===== src/rtl/filter_pkg.sv =====
// Shared fixed-point helpers and coefficient sets for the biquad IIR filters
// used in the composite-video decode path.
package filter_pkg;

  typedef struct packed {
    int b0;
    int b1;
    int b2;
    int a1;
    int a2;
    int a_prec;
    int b_prec;
  } biquad_coef_t;

  // Unity-DC-gain low-pass sets with two real, positive poles (no overshoot).
  localparam biquad_coef_t PAL_LUMA = '{
    b0: 24, b1: 48, b2: 24, a1: 192, a2: -32, a_prec: 8, b_prec: 8
  };
  localparam biquad_coef_t NTSC_LUMA = '{
    b0: 20, b1: 40, b2: 20, a1: 224, a2: -48, a_prec: 8, b_prec: 8
  };

  function automatic int sat_signed(input int value, input int width);
    int hi;
    int lo;
    hi = (1 << (width - 1)) - 1;
    lo = -(1 << (width - 1));
    if (value > hi) return hi;
    if (value < lo) return lo;
    return value;
  endfunction

  function automatic int round_shift_clamp(input int value, input int shift, input int out_width);
    int r;
    int hi;
    hi = (1 << out_width) - 1;
    if (value < 0) return 0;
    r = value;
    if (shift > 0) r = (value + (1 << (shift - 1))) >>> shift;
    return (r > hi) ? hi : r;
  endfunction

endpackage


===== src/rtl/filter_biquad_iir.sv =====
// Parameterised fixed-point biquad IIR with valid strobe, bypass, and saturating
// state/output. Three-stage pipeline: input capture, recursion, feed-forward.
module filter_biquad_iir
  import filter_pkg::*;
#(
  parameter int IN_WIDTH    = 8,
  parameter int OUT_WIDTH   = 8,
  parameter int GUARD_BITS  = 2,
  parameter int STATE_WIDTH = 15,
  parameter int FIR_WIDTH   = 11,
  parameter int A_PREC      = 8,
  parameter int B_PREC      = 8,
  parameter int B0          = 256,
  parameter int B1          = 0,
  parameter int B2          = 0,
  parameter int A1          = 0,
  parameter int A2          = 0
) (
  input  logic                 clk,
  input  logic                 rst,
  input  logic                 in_valid,
  input  logic [IN_WIDTH-1:0]  in,
  input  logic                 bypass,
  output logic                 out_valid,
  output logic [OUT_WIDTH-1:0] out
);

  if ((GUARD_BITS + IN_WIDTH >= STATE_WIDTH) || (GUARD_BITS + IN_WIDTH >= FIR_WIDTH)) begin : g_bad_widths
    $error("filter_biquad_iir: GUARD_BITS+IN_WIDTH must be below STATE_WIDTH and FIR_WIDTH");
  end

  // Index 0/1/2 = stage 1/2/3 of the valid and bypass shift pipelines.
  logic [2:0]                    r_vld;
  logic [2:0]                    r_byp;
  logic [IN_WIDTH-1:0]           r_raw1;
  logic [IN_WIDTH-1:0]           r_raw2;
  logic [IN_WIDTH-1:0]           r_raw3;
  logic signed [STATE_WIDTH-1:0] r_x;
  logic signed [STATE_WIDTH-1:0] r_rz0;
  logic signed [STATE_WIDTH-1:0] r_rz1;
  logic signed [STATE_WIDTH-1:0] r_vq;
  logic signed [FIR_WIDTH-1:0]   r_b0v;
  logic signed [FIR_WIDTH-1:0]   r_lz0;
  logic signed [FIR_WIDTH-1:0]   r_lz1;
  logic signed [FIR_WIDTH-1:0]   r_lz0_d2;

  logic signed [STATE_WIDTH-1:0] w_v;
  logic signed [STATE_WIDTH-1:0] w_rz0_d;
  logic signed [STATE_WIDTH-1:0] w_rz1_d;
  logic signed [FIR_WIDTH-1:0]   w_b0v_d;
  logic signed [FIR_WIDTH-1:0]   w_lz0_d;
  logic signed [FIR_WIDTH-1:0]   w_lz1_d;
  logic signed [FIR_WIDTH-1:0]   w_y;
  logic [OUT_WIDTH-1:0]          w_out;
  logic [OUT_WIDTH-1:0]          w_byp_out;

  // NOTE: every net here is assigned on every path, so no latch is inferred.
  always_comb begin
    w_v       = STATE_WIDTH'(sat_signed(int'(r_rz0) + int'(r_x), STATE_WIDTH));
    w_rz0_d   = STATE_WIDTH'(sat_signed(((A1 * int'(w_v)) >>> A_PREC) + int'(r_rz1), STATE_WIDTH));
    w_rz1_d   = STATE_WIDTH'(sat_signed((A2 * int'(w_v)) >>> A_PREC, STATE_WIDTH));
    w_b0v_d   = FIR_WIDTH'(sat_signed((B0 * int'(r_vq)) >>> B_PREC, FIR_WIDTH));
    w_lz0_d   = FIR_WIDTH'(sat_signed(((B1 * int'(r_vq)) >>> B_PREC) + int'(r_lz1), FIR_WIDTH));
    w_lz1_d   = FIR_WIDTH'(sat_signed((B2 * int'(r_vq)) >>> B_PREC, FIR_WIDTH));
    w_y       = FIR_WIDTH'(sat_signed(int'(r_b0v) + int'(r_lz0_d2), FIR_WIDTH));
    w_out     = OUT_WIDTH'(round_shift_clamp(int'(w_y), GUARD_BITS, OUT_WIDTH));
    w_byp_out = OUT_WIDTH'(r_raw3);
  end

  // NOTE: sequential state uses <= so each stage sees the pre-edge value of the one before.
  always_ff @(posedge clk or posedge rst) begin
    if (rst) begin
      r_vld     <= '0;
      r_byp     <= '0;
      r_raw1    <= '0;
      r_raw2    <= '0;
      r_raw3    <= '0;
      r_x       <= '0;
      r_rz0     <= '0;
      r_rz1     <= '0;
      r_vq      <= '0;
      r_b0v     <= '0;
      r_lz0     <= '0;
      r_lz1     <= '0;
      r_lz0_d2  <= '0;
      out_valid <= 1'b0;
      out       <= '0;
    end else begin
      r_vld <= {r_vld[1:0], in_valid};
      r_byp <= {r_byp[1:0], bypass};

      if (in_valid) begin
        r_x    <= $signed(STATE_WIDTH'(in) << GUARD_BITS);
        r_raw1 <= in;
      end

      // Recursion and feed-forward only advance on valid, non-bypassed samples.
      if (r_vld[0]) r_raw2 <= r_raw1;
      if (r_vld[0] && !r_byp[0]) begin
        r_rz0 <= w_rz0_d;
        r_rz1 <= w_rz1_d;
        r_vq  <= w_v;
      end

      if (r_vld[1]) r_raw3 <= r_raw2;
      if (r_vld[1] && !r_byp[1]) begin
        r_b0v    <= w_b0v_d;
        r_lz0    <= w_lz0_d;
        r_lz1    <= w_lz1_d;
        r_lz0_d2 <= r_lz0;
      end

      out_valid <= r_vld[2];
      if (r_vld[2]) out <= r_byp[2] ? w_byp_out : w_out;
    end
  end

endmodule


===== config.mk =====
export PLATFORM = sky130hd
export DESIGN_NAME = filter_biquad_iir
export DESIGN_NICKNAME = d
export VERILOG_FILES = /design/src/rtl/filter_pkg.sv /design/src/rtl/filter_biquad_iir.sv
export SDC_FILE = /design/constraint.sdc
export NUM_CORES = 1
export LEC_CHECK = 0
export CAP_MARGIN = 20
export CORE_AREA = 5 5 90 92
export CTS_CLUSTER_DIAMETER = 100
export DETAILED_ROUTE_END_ITERATION = 12
export DIE_AREA = 0 0 95 97
export MAX_ROUTING_LAYER = met4
export PLACE_DENSITY_LB_ADDON = 0.15
export SLEW_MARGIN = 20
export SYNTH_ARGS = -nofsm -noshare
export SYNTH_HDL_FRONTEND = slang
export SYNTH_SLANG_ARGS = --single-unit
export TNS_END_PERCENT = 30

===== constraint.sdc =====
create_clock -name clk -period 3.7 [get_ports clk]
set_clock_uncertainty 0.2 [all_clocks]
set_input_delay 0.74 -clock clk [delete_from_list [all_inputs] [get_ports clk]]
set_output_delay 0.74 -clock clk [all_outputs]
set_load 0.005 [all_outputs]

==> metrics.txt <==
status=completed; Seq/Total Area, Yosys=65.6%; largest net degree at the start of global routing=56; leakage=between 0.001 and 0.0015 uW; final wirelength=3500 um; DR iter-0 viols=28; Mapped Avg Cell Area=roughly 16 sq um; Tcrit/Tclk final=57.3%; Slew @ Worst Pin=0.686 ns; root buf cell=clkbuf_8; aggregate global-route resource usage=8.76%; cell area after synthesis=approximately 0.0021 sq mm; Resize count post-CTS=0; commonest non-fill, non-tap cell in the layout=dfrtp_1; max incr delay on CP=0.50 ns; worst path arrival time=1.18 ns; Worst R2R Path Depth=2; worst relative slew slack=54.3%; Clk pin slew, worst setup/hold paths=~0.1 ns; critical path's top delay family=buffers and inverters; critical path data required time=2.76 ns; most frequent cells in the layout=55 x dfrtp_1, 32 x mux2_2, 20 x clkdlybuf4s50_1; gpl congestion=about 0.64; CTS tree=done; R2R Path Start=r_vld[0]$_DFF_PP0_; Max Clock Freq=471 MHz; hold_sp=r_byp[1]$_DFF_PP0_; # DRC=0; # IOs=21; CTS sink count=55; post-route minimum period=2.12 ns; hold path depth=0; Power Dens Cells=between 500 and 600 mW/mm^2; ANT cells=0; die area=roughly 0.0092 sq mm; endpoint of the worst register-to-register path=r_vq[6]$_DFFE_PP0P_; Post-CTS Hold Fix Bufs=0; first-pass GRT wire length=between 5000 and 6000 um; Setup TNS Final=0 ns; kind of critical path=reg -> out; Die X=95 um; Crit Path Max Fanout=2; top post-synthesis cells by area=dfrtp_1 66%, mux2_2 17%, mux2_4 5.7%, mux2i_1 3.8%, a21oi_1 1.9%; Synth Register Bits=55; Bufs and invs on worst path=1; top-area cell type share of the netlist area=approximately two thirds; Vert. Die Dim=97 um; RSZ-0062 raised after global routing=false; Worst setup EP type=primary output; via count=1049; WHS Endpoint=r_byp[2]$_DFF_PP0_; Distinct cells, synth=14; CP startpoint kind=register; drt wl/cell=13.9 um; IO Port Bufs=20; vias in the first global route=between 1000 and 1500; post-route ant nets=0; Detailed Place HPWL=2300 um; CP max stage cell=clkdlybuf4s50_1; clk_lat worst skew=0.31 ns; Syn Nets=142; vias per inst=about 4.2; Syn Inst Count=between 100 and 150; initial antenna violation count=0; max_cap viols=0; Hold Path Class=reg -> reg; crit path cell chain=clkdlybuf4s50_1; Synthesis Warnings=0; Initial Util=~29%; nets=between 150 and 200; Worst path depth=1; layout cells sized above 1=34.9%; leading area contributor after synthesis=dfrtp_1; Slew Limit Fails=0; Num CTS Buffers=5; Layout area overhead=18.1%; Fin. Hold Viols=0; # Post-CTS Setup Buffers=0; R2R setup slack=2.01 ns; clock buffer depth=2; Pre-antenna DRT Iters=4; Tot Pwr=roughly 1300 uW; VDD IR max=0.000152 V; CTS H-tree lvls=2; total grt overflow=0; Site Rows=31; core area=0.00714 sq mm; setup violators final=0
[synthesized netlist by cell type]
library cell,n
buf_4,2
a21oi_1,8
nor2_1,8
nand2b_4,1
nor2b_4,1
clkbuf_1,1
buf_2,2
nand2b_2,1
mux2_4,8
mux2i_1,8
inv_1,1
dfrtp_1,55
buf_6,2
mux2_2,32
[sequential cells by signal, summed over array words and instances, names as in the netlist]
name / cells
out: 8
out_valid: 1
r_b0v: 8
r_byp: 3
r_raw1: 8
r_raw2: 8
r_raw3: 8
r_vld: 3
r_vq: 8
[report_power, final]
part / leakage [uW] / switching (uW) / internal (uW)
sequential: 0.000642 / 64.7 / 705
clock: 0.0000474 / 189 / 153
combinational: 0.000378 / 59.6 / 143
[kinds of logic (layout without fill, tap and decap cells)]
group,after synthesis,count (layout),share of synthesized area (%)
buf+inv,8,30,2.62
simple gates,11,11,3.16
flops,55,55,65.6
compound gates,8,8,1.91
mux,48,48,26.7
[stage by stage]
stage	worst slack, ns	hold slack, ns	instances	util (%)	instance area (sq um)
final	1.58	0.183	251	34.7	2480
after global routing	1.53	0.188	251	34.7	2480
after CTS	1.55	0.184	251	34.7	2480
after detailed placement	1.45	0.160	243	33.3	2380
after global placement	1.46	0.157	243	33.3	2380
after floorplan	1.42	0.152	130	-	2100
[routing by layer]
metal	up-vias	GRT usage, %	share of wire [%]	wire (um)
met3	2	2.56	3.7	128
met1	540	10.2	43	1510
met4	0	3.33	0.40	14
met5	-	-	0	0
met2	19	14.2	53	1840
li1	488	-	-	-
[worst max-delay path by stage]
stage                       start                     to
2_1_floorplan                 rst     out[0]$_DFFE_PP0P_
3_3_place_gp             in_valid  r_raw1[3]$_DFFE_PP0P_
3_5_place_dp             in_valid  r_raw1[6]$_DFFE_PP0P_
4_1_cts        out[7]$_DFFE_PP0P_                 out[7]
5_1_grt        out[7]$_DFFE_PP0P_                 out[7]
6_report       out[7]$_DFFE_PP0P_                 out[7]
[cell type report]
cell class,instances,area (sq um)
Fill cell,722,4660
Clock buffer,6,82.6
Tap cell,99,124
Inverter,1,3.75
Multi-Input combinational cell,67,667
Timing Repair Buffer,21,208
Sequential cell,55,1380
Clock inverter,2,16.3
Note: power is estimated with default switching activity, not from simulation.
